File: config.mk
export PLATFORM = sky130hd
export DESIGN_NAME = rx_dpdm_deframer
export DESIGN_NICKNAME = d
export VERILOG_FILES = /design/src/rtl/rx_dpdm_deframer.sv
export SDC_FILE = /design/constraint.sdc
export NUM_CORES = 1
export LEC_CHECK = 0
export CELL_PAD_IN_SITES_DETAIL_PLACEMENT = 2
export CELL_PAD_IN_SITES_GLOBAL_PLACEMENT = 2
export CORE_UTILIZATION = 38
export CTS_CLUSTER_SIZE = 25
export DETAILED_ROUTE_END_ITERATION = 8
export PLACE_DENSITY = 0.85
export SLEW_MARGIN = 15
export SYNTH_ARGS = -nofsm -noshare
export SYNTH_HDL_FRONTEND = slang
export SYNTH_SLANG_ARGS = --single-unit
File: constraint.sdc
create_clock -name clk -period 7.1 [get_ports clk]
set_input_delay 1.42 -clock clk [delete_from_list [all_inputs] [get_ports clk]]
set_output_delay 1.42 -clock clk [all_outputs]
set_load 0.02 [all_outputs]
File: src/rtl/rx_dpdm_deframer.sv
`default_nettype none
// ============================================================================
// Module   : rx_dpdm_deframer
// Purpose  : USB-style D+/D- receive front end. Detects a parametrised SYNC
//            (with resync on a stray K), NRZI-decodes and bit-unstuffs the
//            data field, enforces a maximum packet length, checks the EOP
//            (SE0, SE0, J) and byte alignment, then holds done/error status
//            until the packet layer acknowledges it.
// Ports    : clk        - clock
//            rst        - asynchronous active-high reset
//            bus_in     - {dp,dm}: J=10, K=01, SE0=00, SE1=11
//            sample_en  - one bus symbol is consumed per enabled cycle
//            tx_busy    - local transmitter owns the bus; aborts a packet
//            rx_ack     - packet layer has consumed rx_done / rx_error
//            bit_out    - decoded, unstuffed data bit
//            bit_valid  - one-cycle strobe qualifying bit_out
//            got_sync   - one-cycle pulse when SYNC completes
//            end_msg    - one-cycle pulse on the first SE0 of the EOP
//            rx_done    - level: packet received cleanly
//            rx_error   - level: packet failed
//            err_code   - 1=stuff violation, 2=overflow, 3=framing
//            bit_count  - unstuffed data bits in the current packet
// Options  : RX_IDLE_TIMEOUT_EN - when defined, DONE/ERR release themselves
//            to IDLE after TIMEOUT cycles without rx_ack.
// Revision : 1.0 - initial release
// ============================================================================
module rx_dpdm_deframer #(
  parameter int SYNC_LEN  = 8,
  parameter int MAX_BITS  = 88,
  parameter int STUFF_RUN = 6,
  parameter int TIMEOUT   = 255
) (
  input  logic                          clk,
  input  logic                          rst,
  input  logic [1:0]                    bus_in,
  input  logic                          sample_en,
  input  logic                          tx_busy,
  input  logic                          rx_ack,
  output logic                          bit_out,
  output logic                          bit_valid,
  output logic                          got_sync,
  output logic                          end_msg,
  output logic                          rx_done,
  output logic                          rx_error,
  output logic [1:0]                    err_code,
  output logic [$clog2(MAX_BITS+1)-1:0] bit_count
);

  localparam int CNT_W = $clog2(MAX_BITS + 1);
  localparam int IDX_W = $clog2(SYNC_LEN);
  localparam int RUN_W = $clog2(STUFF_RUN + 1);

  localparam logic [1:0] SYM_J   = 2'b10;
  localparam logic [1:0] SYM_K   = 2'b01;
  localparam logic [1:0] SYM_SE0 = 2'b00;
  localparam logic [1:0] SYM_SE1 = 2'b11;

  localparam logic [1:0] ERR_STUFF = 2'd1;
  localparam logic [1:0] ERR_OVFL  = 2'd2;
  localparam logic [1:0] ERR_FRAME = 2'd3;

  // Reject parameter sets the SYNC pattern / alignment check cannot support.
  if (SYNC_LEN < 4 || (SYNC_LEN % 2) != 0 || MAX_BITS < 8 ||
      STUFF_RUN < 1 || TIMEOUT < 1 || TIMEOUT > 255) begin : g_param_check
    $error("rx_dpdm_deframer: unsupported parameter set");
  end

  typedef enum logic [2:0] {
    ST_IDLE = 3'd0,
    ST_SYNC = 3'd1,
    ST_DATA = 3'd2,
    ST_EOP1 = 3'd3,
    ST_EOP2 = 3'd4,
    ST_DONE = 3'd5,
    ST_ERR  = 3'd6
  } state_t;

  state_t           state;
  logic [IDX_W-1:0] sync_idx;
  logic [RUN_W-1:0] run;
  logic [1:0]       prev_sym;

  logic       sym;
  logic [1:0] exp_sync;
  logic       last_sync;
  logic       nrzi_bit;
  logic       run_full;
  logic       count_full;
  logic       aligned;
  logic       in_packet;
  logic       holding;
  logic       release_hold;
  logic       tmo_hit;

  assign sym        = sample_en && !tx_busy;
  assign last_sync  = (sync_idx == IDX_W'(SYNC_LEN - 1));
  // K at even indices, J at odd ones, and the closing symbol is a second K.
  assign exp_sync   = (last_sync || !sync_idx[0]) ? SYM_K : SYM_J;
  // NRZI: no transition encodes a 1, a transition encodes a 0.
  assign nrzi_bit   = (bus_in == prev_sym);
  assign run_full   = (run == RUN_W'(STUFF_RUN));
  assign count_full = (bit_count == CNT_W'(MAX_BITS));
  assign aligned    = (bit_count[2:0] == 3'd0);
  assign in_packet  = (state == ST_SYNC) || (state == ST_DATA) ||
                      (state == ST_EOP1) || (state == ST_EOP2);
  assign holding    = (state == ST_DONE) || (state == ST_ERR);
  assign release_hold = rx_ack || tmo_hit;

`ifdef RX_IDLE_TIMEOUT_EN
  // Counts cycles spent in DONE/ERR; zero on the first held cycle, so the
  // release edge comes after exactly TIMEOUT held cycles.
  logic [7:0] tmo_cnt;

  always_ff @(posedge clk or posedge rst) begin
    if (rst) begin
      tmo_cnt <= 8'd0;
    end else if (holding) begin
      tmo_cnt <= tmo_cnt + 8'd1;
    end else begin
      tmo_cnt <= 8'd0;
    end
  end

  assign tmo_hit = holding && (tmo_cnt == 8'(TIMEOUT - 1));
`else
  assign tmo_hit = 1'b0;
`endif

  always_ff @(posedge clk or posedge rst) begin
    if (rst) begin
      state     <= ST_IDLE;
      sync_idx  <= '0;
      run       <= '0;
      prev_sym  <= SYM_K;
      bit_out   <= 1'b0;
      bit_valid <= 1'b0;
      got_sync  <= 1'b0;
      end_msg   <= 1'b0;
      rx_done   <= 1'b0;
      rx_error  <= 1'b0;
      err_code  <= 2'd0;
      bit_count <= '0;
    end else begin
      // Strobes are single-cycle; they are re-armed below only when earned.
      bit_valid <= 1'b0;
      got_sync  <= 1'b0;
      end_msg   <= 1'b0;

      if (tx_busy && in_packet) begin
        // Our own transmission is on the bus: drop the packet silently.
        state     <= ST_IDLE;
        run       <= '0;
        bit_count <= '0;
      end else begin
        case (state)
          ST_IDLE: begin
            if (sym && (bus_in == SYM_K)) begin
              state    <= ST_SYNC;
              sync_idx <= IDX_W'(1);
            end
          end

          ST_SYNC: begin
            if (sym) begin
              if (bus_in == exp_sync) begin
                if (last_sync) begin
                  got_sync  <= 1'b1;
                  state     <= ST_DATA;
                  prev_sym  <= SYM_K;
                  bit_count <= '0;
                  run       <= '0;
                end else begin
                  sync_idx <= sync_idx + 1'b1;
                end
              end else if (bus_in == SYM_K) begin
                // A stray K may be the start of a real SYNC.
                sync_idx <= IDX_W'(1);
              end else begin
                state <= ST_IDLE;
              end
            end
          end

          ST_DATA: begin
            if (sym) begin
              if (bus_in == SYM_SE0) begin
                end_msg <= 1'b1;
                state   <= ST_EOP1;
              end else if (bus_in == SYM_SE1) begin
                state    <= ST_ERR;
                rx_error <= 1'b1;
                err_code <= ERR_FRAME;
              end else begin
                prev_sym <= bus_in;
                if (run_full) begin
                  // Mandatory stuffed 0: consumed but never delivered.
                  run <= '0;
                  if (nrzi_bit) begin
                    state    <= ST_ERR;
                    rx_error <= 1'b1;
                    err_code <= ERR_STUFF;
                  end
                end else if (count_full) begin
                  state    <= ST_ERR;
                  rx_error <= 1'b1;
                  err_code <= ERR_OVFL;
                end else begin
                  bit_out   <= nrzi_bit;
                  bit_valid <= 1'b1;
                  bit_count <= bit_count + 1'b1;
                  run       <= nrzi_bit ? run + 1'b1 : '0;
                end
              end
            end
          end

          ST_EOP1: begin
            if (sym) begin
              if (bus_in == SYM_SE0) begin
                state <= ST_EOP2;
              end else begin
                state    <= ST_ERR;
                rx_error <= 1'b1;
                err_code <= ERR_FRAME;
              end
            end
          end

          ST_EOP2: begin
            if (sym) begin
              if ((bus_in == SYM_J) && aligned) begin
                state   <= ST_DONE;
                rx_done <= 1'b1;
              end else begin
                state    <= ST_ERR;
                rx_error <= 1'b1;
                err_code <= ERR_FRAME;
              end
            end
          end

          ST_DONE, ST_ERR: begin
            // Symbols arriving while status is held are discarded.
            if (release_hold) begin
              state     <= ST_IDLE;
              rx_done   <= 1'b0;
              rx_error  <= 1'b0;
              err_code  <= 2'd0;
              bit_count <= '0;
              run       <= '0;
            end
          end

          default: begin
            state <= ST_IDLE;
          end
        endcase
      end
    end
  end

endmodule
`default_nettype wire
==> flow_metrics.env <==
export IMPL_leakagePower_nw=0.931
export IMPL_tightest_slew_ns=1.04
export IMPL_reg2reg_depth=7
export IMPL_skew_ns=0.0115
export IMPL_syn_nets=222
export IMPL_antenna_found_initial=0
export IMPL_antenna_left=0
export IMPL_yosysTopAreaCellShare_pct=32.4
export IMPL_num_io_pins=22
export IMPL_wl_per_cell_um=20.9
export IMPL_status="finished clean"
export IMPL_vias=1737
export IMPL_synth_simple_area_share_pct=22.7
export IMPL_drt_iter0_markers=115
export IMPL_drc_errors=0
export IMPL_cts_made_buffers=3
export IMPL_path_delay_family="simple AND/OR/NAND/NOR gates"
export IMPL_syn_area_mm2=0.00193
export IMPL_yosys_top_cells_area="dfrtp_1 32%, mux2_2 7.0%, ha_1 6.5%, a21oi_1 3.4%, nor2_1 2.7%"
export IMPL_maxSlewViolCount=0
export IMPL_path_cells="clkdlybuf4s50_1, inv_1, ha_1, or3b_1, o2111ai_1, o221ai_2, or3_1, o41ai_4"
export IMPL_async_reset_ff_share_pct=100
export IMPL_crit_buf_inv=2
export IMPL_routed_via_density=6.03
export IMPL_layout_min_cycle_time_ns=4.08
export IMPL_routed_wl_um=6030
export IMPL_rrSetupSlack_ns=4.25
export IMPL_syn_inst=205
export IMPL_fin_util_pct=46.3
export IMPL_clk_pin_slew_ns=0.09
export IMPL_cts_tree="built"
export IMPL_dieArea_mm2=0.00537
export IMPL_setup_tns_ns=0
export IMPL_hold_class="reg2reg"
export IMPL_synth_xor_area_share_pct=0.908
export IMPL_min_to="err_code[0]"
export IMPL_root_buffer="clkbuf_8"
export IMPL_antenna_cells=0
export IMPL_postCtsSetupBuffers=0
export IMPL_syn2layout_area_growth_pct=15.6
export IMPL_clock_sinks=26
export IMPL_cpMaxStageDelayCell="clkdlybuf4s50_1"
export IMPL_cts_resized=0
export IMPL_yosysUniqueCellTypes=56
export IMPL_worst_ir_drop_vdd_mv=0.106
export IMPL_hold_viol=0
export IMPL_synth_edff_count=0
export IMPL_r2r_start="sync_idx[0]"
export IMPL_synthAdderAreaFrac_pct=6.49
export IMPL_grt_pass1_vias=1909
export IMPL_clkLatencyLatePin_ns=0.28
export IMPL_synth_top_area_cell="dfrtp_1"
export IMPL_dr_pass1_iters=4
export IMPL_grt_pass1_wl_um=10000
export IMPL_die_h_um=73.3
export IMPL_maxCapViolations=0
export IMPL_ys_ff_latch=26
export IMPL_ys_seq_area_share_pct=33.8
export IMPL_worstHoldStart="err_code[0]"
export IMPL_core_area_mm2=0.00482
export IMPL_fmax_mhz=245
export IMPL_synth_area_per_cell_um2=9.41
export IMPL_drive_above_1_share_pct=12.7
export IMPL_yosysWarnings=0
export IMPL_endpoint_kind="flip-flop"
export IMPL_clk_path_buf_depth=2
export IMPL_power_density_mw_per_mm2=284
export IMPL_grt_ovfl_total=0
export IMPL_worstPathRequired_ns=7.28
export IMPL_cts_hold_buf=0
export IMPL_dpl_hpwl_um=4640
export IMPL_h_tree_depth=1
export IMPL_synth_ff_type="dfrtp_1"
export IMPL_max_stage_delay_ns=0.62
export IMPL_initial_core_util_pct=40.1
export IMPL_die_w_um=73.3
export IMPL_power_w=0.000633
export IMPL_synth_compound_area_share_pct=23.1
export IMPL_rsz0062_at_grt="no"
export IMPL_setup_viol=0
export IMPL_synth_top_family_by_area="compound AO/OA/AOI/OAI gates"
export IMPL_synthMuxAreaShare_pct=8.04
export IMPL_setup_worst_path_start_class="input pin"
export IMPL_maxSlewHeadroom_pct=30.4
export IMPL_hold_ws_ns=0.521
export IMPL_critPathKind="in2reg"
export IMPL_gr_usage_all_layers_pct=25.0
export IMPL_fin_crit_sh_pct=57.4
export IMPL_crit_arrival_ns=4.25
export IMPL_critPathMaxFanout=9
export IMPL_numPortBuffers=21
export IMPL_whs_path_depth=1
export IMPL_timing_rr_end="bit_count[5]"
export IMPL_rows=25
export IMPL_routabilityCongestion=0.839
export IMPL_nNetsFinal=239
export IMPL_grt_max_degree=27
-- flip-flops by register name (all words and copies together), names as in the netlist, 2 cells and up --
signal,count
prev_sym,2
err_code,2
bit_count,7
sync_idx,3
state,3
run,3
-- routing by layer --
layer	vias to the layer above	part of all wire, %	global-route usage [%]
met5	-	0	0
met2	28	50	42.7
met3	6	2.4	3.16
li1	792	-	-
met1	911	47	33.0
met4	0	0.98	6.75
-- area by class of cell --
class                   count  area [um^2]
repair buffers             21          210
flip-flops and latches     26          652
well taps                  67         83.8
clock buffers               4         55.1
fillers                   549         2590
multi-input cells         157         1180
inverters                  13         48.8
-- worst reg2reg max path, delay by kind of cell (launching register included) --
| kind | cells | cell delay [ns] |
|---|---|---|
| and+or+nand+nor | 2 | 0.96 |
| AOI/OAI and AO/OA | 3 | 0.81 |
| adders and majority gates | 2 | 0.51 |
| DFF | 1 | 0.46 |
-- Yosys cell counts, drive strengths merged (2+ instances only) --
| cell | count |
|---|---|
| a211oi | 2 |
| a21oi | 13 |
| a31oi | 4 |
| and2 | 3 |
| and3 | 3 |
| and4 | 2 |
| buf | 5 |
| clkbuf | 4 |
| dfrtp | 25 |
| ha | 10 |
| inv | 13 |
| mux2 | 12 |
| mux2i | 2 |
| nand2 | 9 |
| nand2b | 8 |
| nand3 | 4 |
| nand3b | 3 |
| nor2 | 14 |
| nor2b | 3 |
| nor3 | 10 |
| nor3b | 2 |
| o2111ai | 2 |
| o21a | 2 |
| o21ai | 5 |
| o22ai | 5 |
| o31ai | 8 |
| or2 | 2 |
| or3 | 6 |
| or3b | 4 |
| xor2 | 2 |
-- power breakdown --
part	total [W]	leakage (nW)	internal [W]	switching, W
logic	0.000304	0.559	0.000132	0.000172
clock network	0.000104	0.0288	0.0000498	0.0000542
registers	0.000225	0.343	0.000179	0.0000461
total	0.000633	0.931	0.000361	0.000272
-- through the flow --
step                std cells  area (um^2)  setup WS [ns]
finish                    288         2230           3.02
CTS                       288         2230           3.03
global placement          284         2180           3.00
global route              288         2230           2.89
floorplan                 205         1930           3.82
detailed placement        284         2180           2.80
-- how the worst max path moves through the flow --
stage	start	end	cells past startpoint
after global routing	bus_in[1]	bit_count[3]	8
after floorplan	bus_in[1]	bit_count[5]	8
final	bus_in[1]	bit_count[5]	8
after detailed placement	bus_in[1]	bit_count[5]	8
after CTS	bus_in[1]	bit_count[5]	8
after global placement	bus_in[0]	bit_count[5]	8
-- cell families (layout without fill, tap and decap cells) --
| family | count (synthesis) | count (layout) |
|---|---|---|
| buffers and inverters | 22 | 38 |
| and+or+nand+nor | 77 | 77 |
| DFF | 26 | 26 |
| AOI/OAI and AO/OA | 54 | 54 |
| muxes | 14 | 14 |
| xor gates and xnor gates | 2 | 2 |
| adders and majority gates | 10 | 10 |
-- layout by cell type, fill, tap and decap left out, types with 7 or more instances in the layout --
cell type,count
inv_1,13
nand2_1,9
nand2b_1,8
mux2_2,12
o31ai_1,7
clkdlybuf4s50_1,21
dfrtp_1,25
nor3_1,10
a21oi_1,13
nor2_1,14
ha_1,10
Note: power is estimated with default switching activity, not from simulation.
